<file path="config.mk">
export PLATFORM = sky130hd
export DESIGN_NAME = bin2bcd_seq
export DESIGN_NICKNAME = d
export VERILOG_FILES = /design/src/rtl/bin2bcd_pkg.sv /design/src/rtl/bcd_add3.sv /design/src/rtl/bin2bcd_seq.sv
export SDC_FILE = /design/constraint.sdc
export NUM_CORES = 1
export LEC_CHECK = 0
export BUFFER_PORTS_ARGS = -buffer_cell sky130_fd_sc_hd__buf_2
export CORE_ASPECT_RATIO = 1.75
export CORE_MARGIN = 10
export CORE_UTILIZATION = 55
export CTS_BUF_LIST = sky130_fd_sc_hd__clkbuf_2
export CTS_CLUSTER_SIZE = 20
export DETAILED_ROUTE_END_ITERATION = 12
export HOLD_SLACK_MARGIN = 0.03
export PLACE_DENSITY = 0.79
export SLEW_MARGIN = 20
export SYNTH_ARGS = -nofsm -noshare
export SYNTH_HDL_FRONTEND = slang
export SYNTH_SLANG_ARGS = --single-unit
</file>
<file path="constraint.sdc">
create_clock -name clk -period 2.2 [get_ports clk]
set_input_delay 0.11 -clock clk [delete_from_list [all_inputs] [get_ports clk]]
set_output_delay 0.11 -clock clk [all_outputs]
set_load 0.05 [all_outputs]
</file>
<file path="src/rtl/bin2bcd_pkg.sv">
// bin2bcd_pkg: shared states, digit width and sizing helpers for the BCD converter
package bin2bcd_pkg;
  typedef enum logic [1:0] {IDLE, SHIFT, DONE} state_e;
  localparam int DIGIT_W = 4;
  function automatic int int_digits(input int bin_w);
    return (bin_w + 2) / 3;
  endfunction
  function automatic longint max_dec(input int digits);
    longint r;
    r = 1;
    for (int i = 0; i < digits; i++) r = r * 10;
    return r - 1;
  endfunction
endpackage

</file>
<file path="src/rtl/bcd_add3.sv">
// bcd_add3: adds 3 to a BCD digit of 5 or more so the following left shift carries correctly
module bcd_add3
  import bin2bcd_pkg::*;
(
  input  logic [DIGIT_W-1:0] d_i,
  output logic [DIGIT_W-1:0] d_o
);
  assign d_o = (d_i >= 4'd5) ? d_i + 4'd3 : d_i;
endmodule

</file>
<file path="src/rtl/bin2bcd_seq.sv">
// bin2bcd_seq: shift-and-add-3 converter, one bit per clock; BIN2BCD_SAT_EN clamps out-of-range values to all nines
module bin2bcd_seq
  import bin2bcd_pkg::*;
#(
  parameter int BIN_W  = 8,
  parameter int DIGITS = 3
) (
  input  logic                      clk,
  input  logic                      rst_n,
  input  logic                      start,
  input  logic [BIN_W-1:0]          bin,
  output logic                      busy,
  output logic                      done,
  output logic [DIGIT_W*DIGITS-1:0] bcd
);
  localparam int ND = int_digits(BIN_W);
  localparam int DW = DIGIT_W * ND;
  localparam int OW = DIGIT_W * DIGITS;
  localparam int CW = $clog2(BIN_W + 1);
  state_e          state_q;
  logic [DW-1:0]   dig_q, corr, dig_d;
  logic [BIN_W-1:0] sh_q, sh_d;
  logic [CW-1:0]   cnt_q;
  logic            busy_q, done_q;
  logic [OW-1:0]   bcd_q, out_w;
`ifdef BIN2BCD_SAT_EN
  localparam logic [63:0] MAXV = 64'(max_dec(DIGITS));
  logic sat_q;
`endif
  for (genvar g = 0; g < ND; g++) begin : g_add
    bcd_add3 u_add (.d_i(dig_q[DIGIT_W*g +: DIGIT_W]), .d_o(corr[DIGIT_W*g +: DIGIT_W]));
  end
  // digits beyond the internal field read as zero; internal digits above DIGITS are dropped
  for (genvar d = 0; d < DIGITS; d++) begin : g_out
    if (d < ND) begin : g_dig
      assign out_w[DIGIT_W*d +: DIGIT_W] = dig_q[DIGIT_W*d +: DIGIT_W];
    end else begin : g_zero
      assign out_w[DIGIT_W*d +: DIGIT_W] = '0;
    end
  end
  assign dig_d = (corr << 1) | DW'(sh_q[BIN_W-1]);
  assign sh_d  = sh_q << 1;
  // conversion FSM: capture on start, BIN_W correct-and-shift steps, then publish the result
  always_ff @(posedge clk) begin
    if (!rst_n) begin
      state_q <= IDLE;
      busy_q  <= 1'b0;
      done_q  <= 1'b0;
      bcd_q   <= '0;
      cnt_q   <= '0;
    end else begin
      done_q <= 1'b0;
      case (state_q)
        IDLE: if (start) begin
          sh_q    <= bin;
          dig_q   <= '0;
          cnt_q   <= '0;
          busy_q  <= 1'b1;
          state_q <= SHIFT;
`ifdef BIN2BCD_SAT_EN
          sat_q   <= 64'(bin) > MAXV;
`endif
        end
        SHIFT: begin
          dig_q <= dig_d;
          sh_q  <= sh_d;
          cnt_q <= cnt_q + 1'b1;
          if (cnt_q == CW'(BIN_W - 1)) state_q <= DONE;
        end
        default: begin
`ifdef BIN2BCD_SAT_EN
          bcd_q <= sat_q ? {DIGITS{4'h9}} : out_w;
`else
          bcd_q <= out_w;
`endif
          done_q  <= 1'b1;
          busy_q  <= 1'b0;
          state_q <= IDLE;
        end
      endcase
    end
  end
  assign busy = busy_q;
  assign done = done_q;
  assign bcd  = bcd_q;
endmodule
</file>
Yosys cells after proc, flatten, opt, wreduce, memory -nomap -nowiden
Cells that the tools add are included.

Bits of input ports: 11. Bits in writable memories: 0. ROM bits: 0. Bits in latches: 0. Bits in registers: 40. Memories kept: 0.

$lt $le $gt $ge: 3. $add $sub $neg: 4. Shifts and indexed selects: 0. Div/mod/pow operators: 0. Multiplexer cells: 15. Bitwise operators: 2. Eq/ne operators: 4. Multiply operators: 0. Reductions and logical operators: 7.

Operators with widths (number): $pmux 12 s2 (1); $pmux 8 s2 (1); $ge 4x3->1 const B (3); $mux 12 (1); $mux 4 (3); $or 12x1->12 (1); $add 4x2->4 const B (2); $mux 8 (1); $pmux 4 s2 (1); $reduce_and 2->1 (3); $add 4x1->4 const B (1); $eq 4x3->1 const B (1); $mux 2 (2); $ne 2x2->1 const B (2); $pmux 2 s2 (1); $add 3x2->3 const B (1); $mux 3 (1); $reduce_and 3->1 (1); $eq 2x1->1 const B (1); $logic_not 2->1 (1); $mux 1 (2); $pmux 1 s2 (1); $reduce_bool 2->1 (1); $reduce_or 2->1 (1); $not 1->1 (1).

Logic depth before layout (Yosys ltp)
Depth after elaboration: 4. Depth in mapped cells: 6. Gate-level depth less buffers: 5.

By module
From an unflattened synthesis, not the netlist that was laid out.

Cells, all modules: 166. Area total of the unflattened synthesis: 1828.0 um2.

By module, submodules not included: bin2bcd_seq (cells an instance 118, instances 1, area each 1524.0 um2); bcd_add3 (cells an instance 16, instances 3, area each 101.3 um2).

Worst setup path before layout
OpenSTA, ideal clock, no wires.

Path kind: register to register. Start: register state_q[1]. End: register dig_q[0], enable pin. Path buffers: 1. Arrival: 1.475 ns. Clock period less this slack: 1.873 ns. Library setup time: 0.398 ns. Setup slack: 0.327 ns. Stages on the path, launching flop included: 4. Cell sequence: dfxtp_1 > buf_6 > nand2b_1 > nor2_1.

Longest elaborated chain between the ends: 3. Elaborated cells on any way between the ends: 5.

RTL lines: from (decl) (RTL line bin2bcd_seq.sv:20) `state_e state_q;`; from (signal assigned) (RTL line bin2bcd_seq.sv:46) `state_q <= IDLE;`; from (signal assigned) (RTL line bin2bcd_seq.sv:59) `state_q <= SHIFT;`; from (signal assigned) (RTL line bin2bcd_seq.sv:68) `if (cnt_q == CW'(BIN_W - 1)) state_q <= DONE;`; $eq 2x1->1 or $logic_not 2->1 (tied branches) (RTL line bin2bcd_seq.sv:53) `case (state_q)`; $reduce_bool 2->1 (no source line) or $ne 2x2->1 (tied branches); $reduce_and 3->1 (no source line) (*); to (signal assigned) (RTL line bin2bcd_seq.sv:65) `dig_q <= dig_d;`; to (decl) (RTL line bin2bcd_seq.sv:21) `logic [DW-1:0] dig_q, corr, dig_d;`.

Mark *: on every way between the ends. The rest lies on a longest branch, timed or not. A chain may end at the register's enable or synchronous reset.

Worst setup path in the final report
Start: register dig_q[5]. End: register dig_q[6], data pin.

Longest elaborated chain between the ends: 4. Elaborated cells on any way between the ends: 5.

RTL lines: $add 4x2->4 or $ge 4x3->1 (tied branches) (RTL line bcd_add3.sv:8) `assign d_o = (d_i >= 4'd5) ? d_i + 4'd3 : d_i;`; $mux 4 (*) (RTL line bcd_add3.sv:8); $or 12x1->12 (*) (RTL line bin2bcd_seq.sv:41) `assign dig_d = (corr << 1) | DW'(sh_q[BIN_W-1]);`; $pmux 12 s2 (*) (RTL line bin2bcd_seq.sv:53).

Marks and branches as above.

==> out/metrics.yaml <==
synth_top_area_frac: 0.333
portBuffers: 24
htree_levels: 2
die-area_um2: 6060
synth.avg_cell_area_um2: 10.2
synthMuxAreaShare: 0.107
post-cts-setup-buffer-count: 0
layout_setup_ws_ns: 0.414
die_y_um: 95.8
numCtsBuffers: 5
rr_startpoint: "dig_q[5]"
peakVddDrop_uv: 468
relSlewSlack: 0.576
synth.distinct_cells: 29
routedWlPerCell_um: 13.3
cp.arrival_ns: 1.98
power.leakage_nw: 0.890
drcViolationCount: 0
crit_type: "flip-flop to flip-flop"
synth_common_cells: "39 x nand2_1, 24 x nor2_1, 20 x dfxtp_1, 20 x edfxtp_1, 17 x mux2i_1"
dp_slack_ns: 0.442
rsz0062_at_grt: "false"
grt_max_degree: 22
power.density_nw_per_um2: 667
drt_iter0_markers: 38
drive_gt1_frac: 0.172
ys_ff_latch: 40
core_um2: 3140
cts_buffer_depth: 2
num_io_pins: 25
dp_hpwl_mm: 2.36
finClkSkew_ns: 0.0182
path_max_fanout: 3
die_w_um: 63.3
synth_flop_cell: "edfxtp_1"
yosysMostFrequentCell: "nand2_1"
gp_congestion: 0.785
syn_area_um2: 1810
drv_cap: 0
start_util: 0.575
cts_hold_buf: 10
min_from: "rst_n"
num_antenna_cells: 0
clock-sinks: 40
fmax_mhz: 560
timing.final.max_slew_violations: 0
antenna_found_initial: 0
synth.largest_area_cell: "edfxtp_1"
synth_top_family_by_area: "simple AND/OR/NAND/NOR gates"
synthSimpleGateAreaFrac: 0.188
cp.required_ns: 2.39
hold_ws_ns: 0.472
post-route-period-util: 0.812
hold_class: "input pin to flip-flop"
ant_nets: 0
clkLatencyLatePin_ns: 0.40
cts_root_buf: "clkbuf_2"
synth_nets: 195
synth_adder_area_share: 0.0485
hold_viol: 0
firstDrtPassIters: 4
rows: 27
num_vias: 1327
worstMarginPinSlew_ns: 0.633
areaGrowthSynthToFinish_pct: 17.4
power_w: 0.00141
grt_pass1_vias: 1227
avgViaCountPerCell: 5.14
synth_edf_count: 20
dpl-instance-area_um2: 1950
status: "complete, no violations"
synth_cells: 177
finalSetupTns_ns: 0
async_flop_share: 0
nets: 232
cts.clk_slew.worst_paths_ns: 0.20
cts_tree: "done"
drt-total-wl_mm: 3.44
worstSetupStartpoint: "dig_q[5]"
synth_area_leaders: "edfxtp_1 33%, dfxtp_1 22%, mux2i_1 9.4%, nand2_1 8.1%, nor2_1 5.0%"
finish.instance_area_um2: 2120
critPathLaunchType: "flip-flop"
synth_warnings: 0
setup_viol: 0
synth_compound_area_frac: 0.0499
finalCriticalPeriod_ns: 1.79
cts-resized-gates: 0
fillCellCount: 242
end_kind: "flip-flop"
synth_xor_area_frac: 0.00970
grt_usage: 0.118
grt_pass1_wl_mm: 5.72
gr-total-overflow: 0
ys_seq_area_frac: 0.554
## worst paths after layout
kind | to | slack, ns | cells after the start
worst max-delay path | dig_q[6] | 0.41 | 5
worst min-delay path | done | 0.47 | 3
worst max register to register | dig_q[6] | 0.41 | 5
worst min register to register | busy | 0.50 | 2
## sequential cells by signal, indices dropped and copies added (netlist names)
register and flops:
bcd 12, dig_q 12, sh_q 8, cnt_q 4
state_q 2, busy 1, done 1
## final cells by class
cell class / instances / area, µm² / share of cell area
repair buffers: 37 / 243 / 0.115
flip-flops and latches: 40 / 1000 / 0.472
inverters: 8 / 30.0 / 0.0142
well taps: 43 / 53.8 / 0.0254
multi-input cells: 122 / 729 / 0.344
clock buffers: 5 / 25.0 / 0.0118
clock inverters: 3 / 37.5 / 0.0177
## metrics by stage
step / cells / utilization
final: 258 / 0.675
after global routing: 258 / 0.675
after CTS: 258 / 0.674
after detailed placement: 240 / 0.622
after global placement: 240 / 0.622
after floorplan: 177 / -
## where the power goes
part | switching [W] | internal (W) | total (W)
Clock | 0.000243 | 0.000185 | 0.000428
Sequential | 0.0000208 | 0.000820 | 0.000841
Combinational | 0.0000823 | 0.0000623 | 0.000145
## layer usage
layer	up-vias	global-route usage	part of all wire
li1	667	-	-
met1	621	0.121	0.39
met2	31	0.207	0.53
met3	8	0.0500	0.060
met4	0	0.0531	0.020
met5	-	0	0
## critical path, stage by stage, from the launching register on
cell and delay (ns):
edfxtp_1 0.47, inv_1 0.14, ha_1 0.21, nand2b_1 0.07, a21oi_1 0.31, mux2_2 0.38
## cell families (layout without fill, tap and decap cells)
family	Yosys count	after routing
flip-flops	40	40
AND/OR/NAND/NOR	79	79
AO/OA/AOI/OAI	15	15
buffers and inverters	15	53
XOR/XNOR	2	2
adder cells (fa/ha/maj)	7	7
multiplexers	19	19
## placed cells by master, fill, tap and decap left out, drive strengths merged, types with 2 or more instances in the layout
master / count
nand2: 39
buf: 27
nor2: 24
dfxtp: 20
edfxtp: 20
mux2i: 17
dlygate4sd3: 10
a21oi: 8
inv: 7
ha: 7
nand2b: 6
clkbuf: 5
clkinv: 3
and2: 3
nand3: 2
o21ai: 2
xor2: 2
nor3: 2
mux2: 2
No activity file was read; power rests on OpenSTA's default activity.
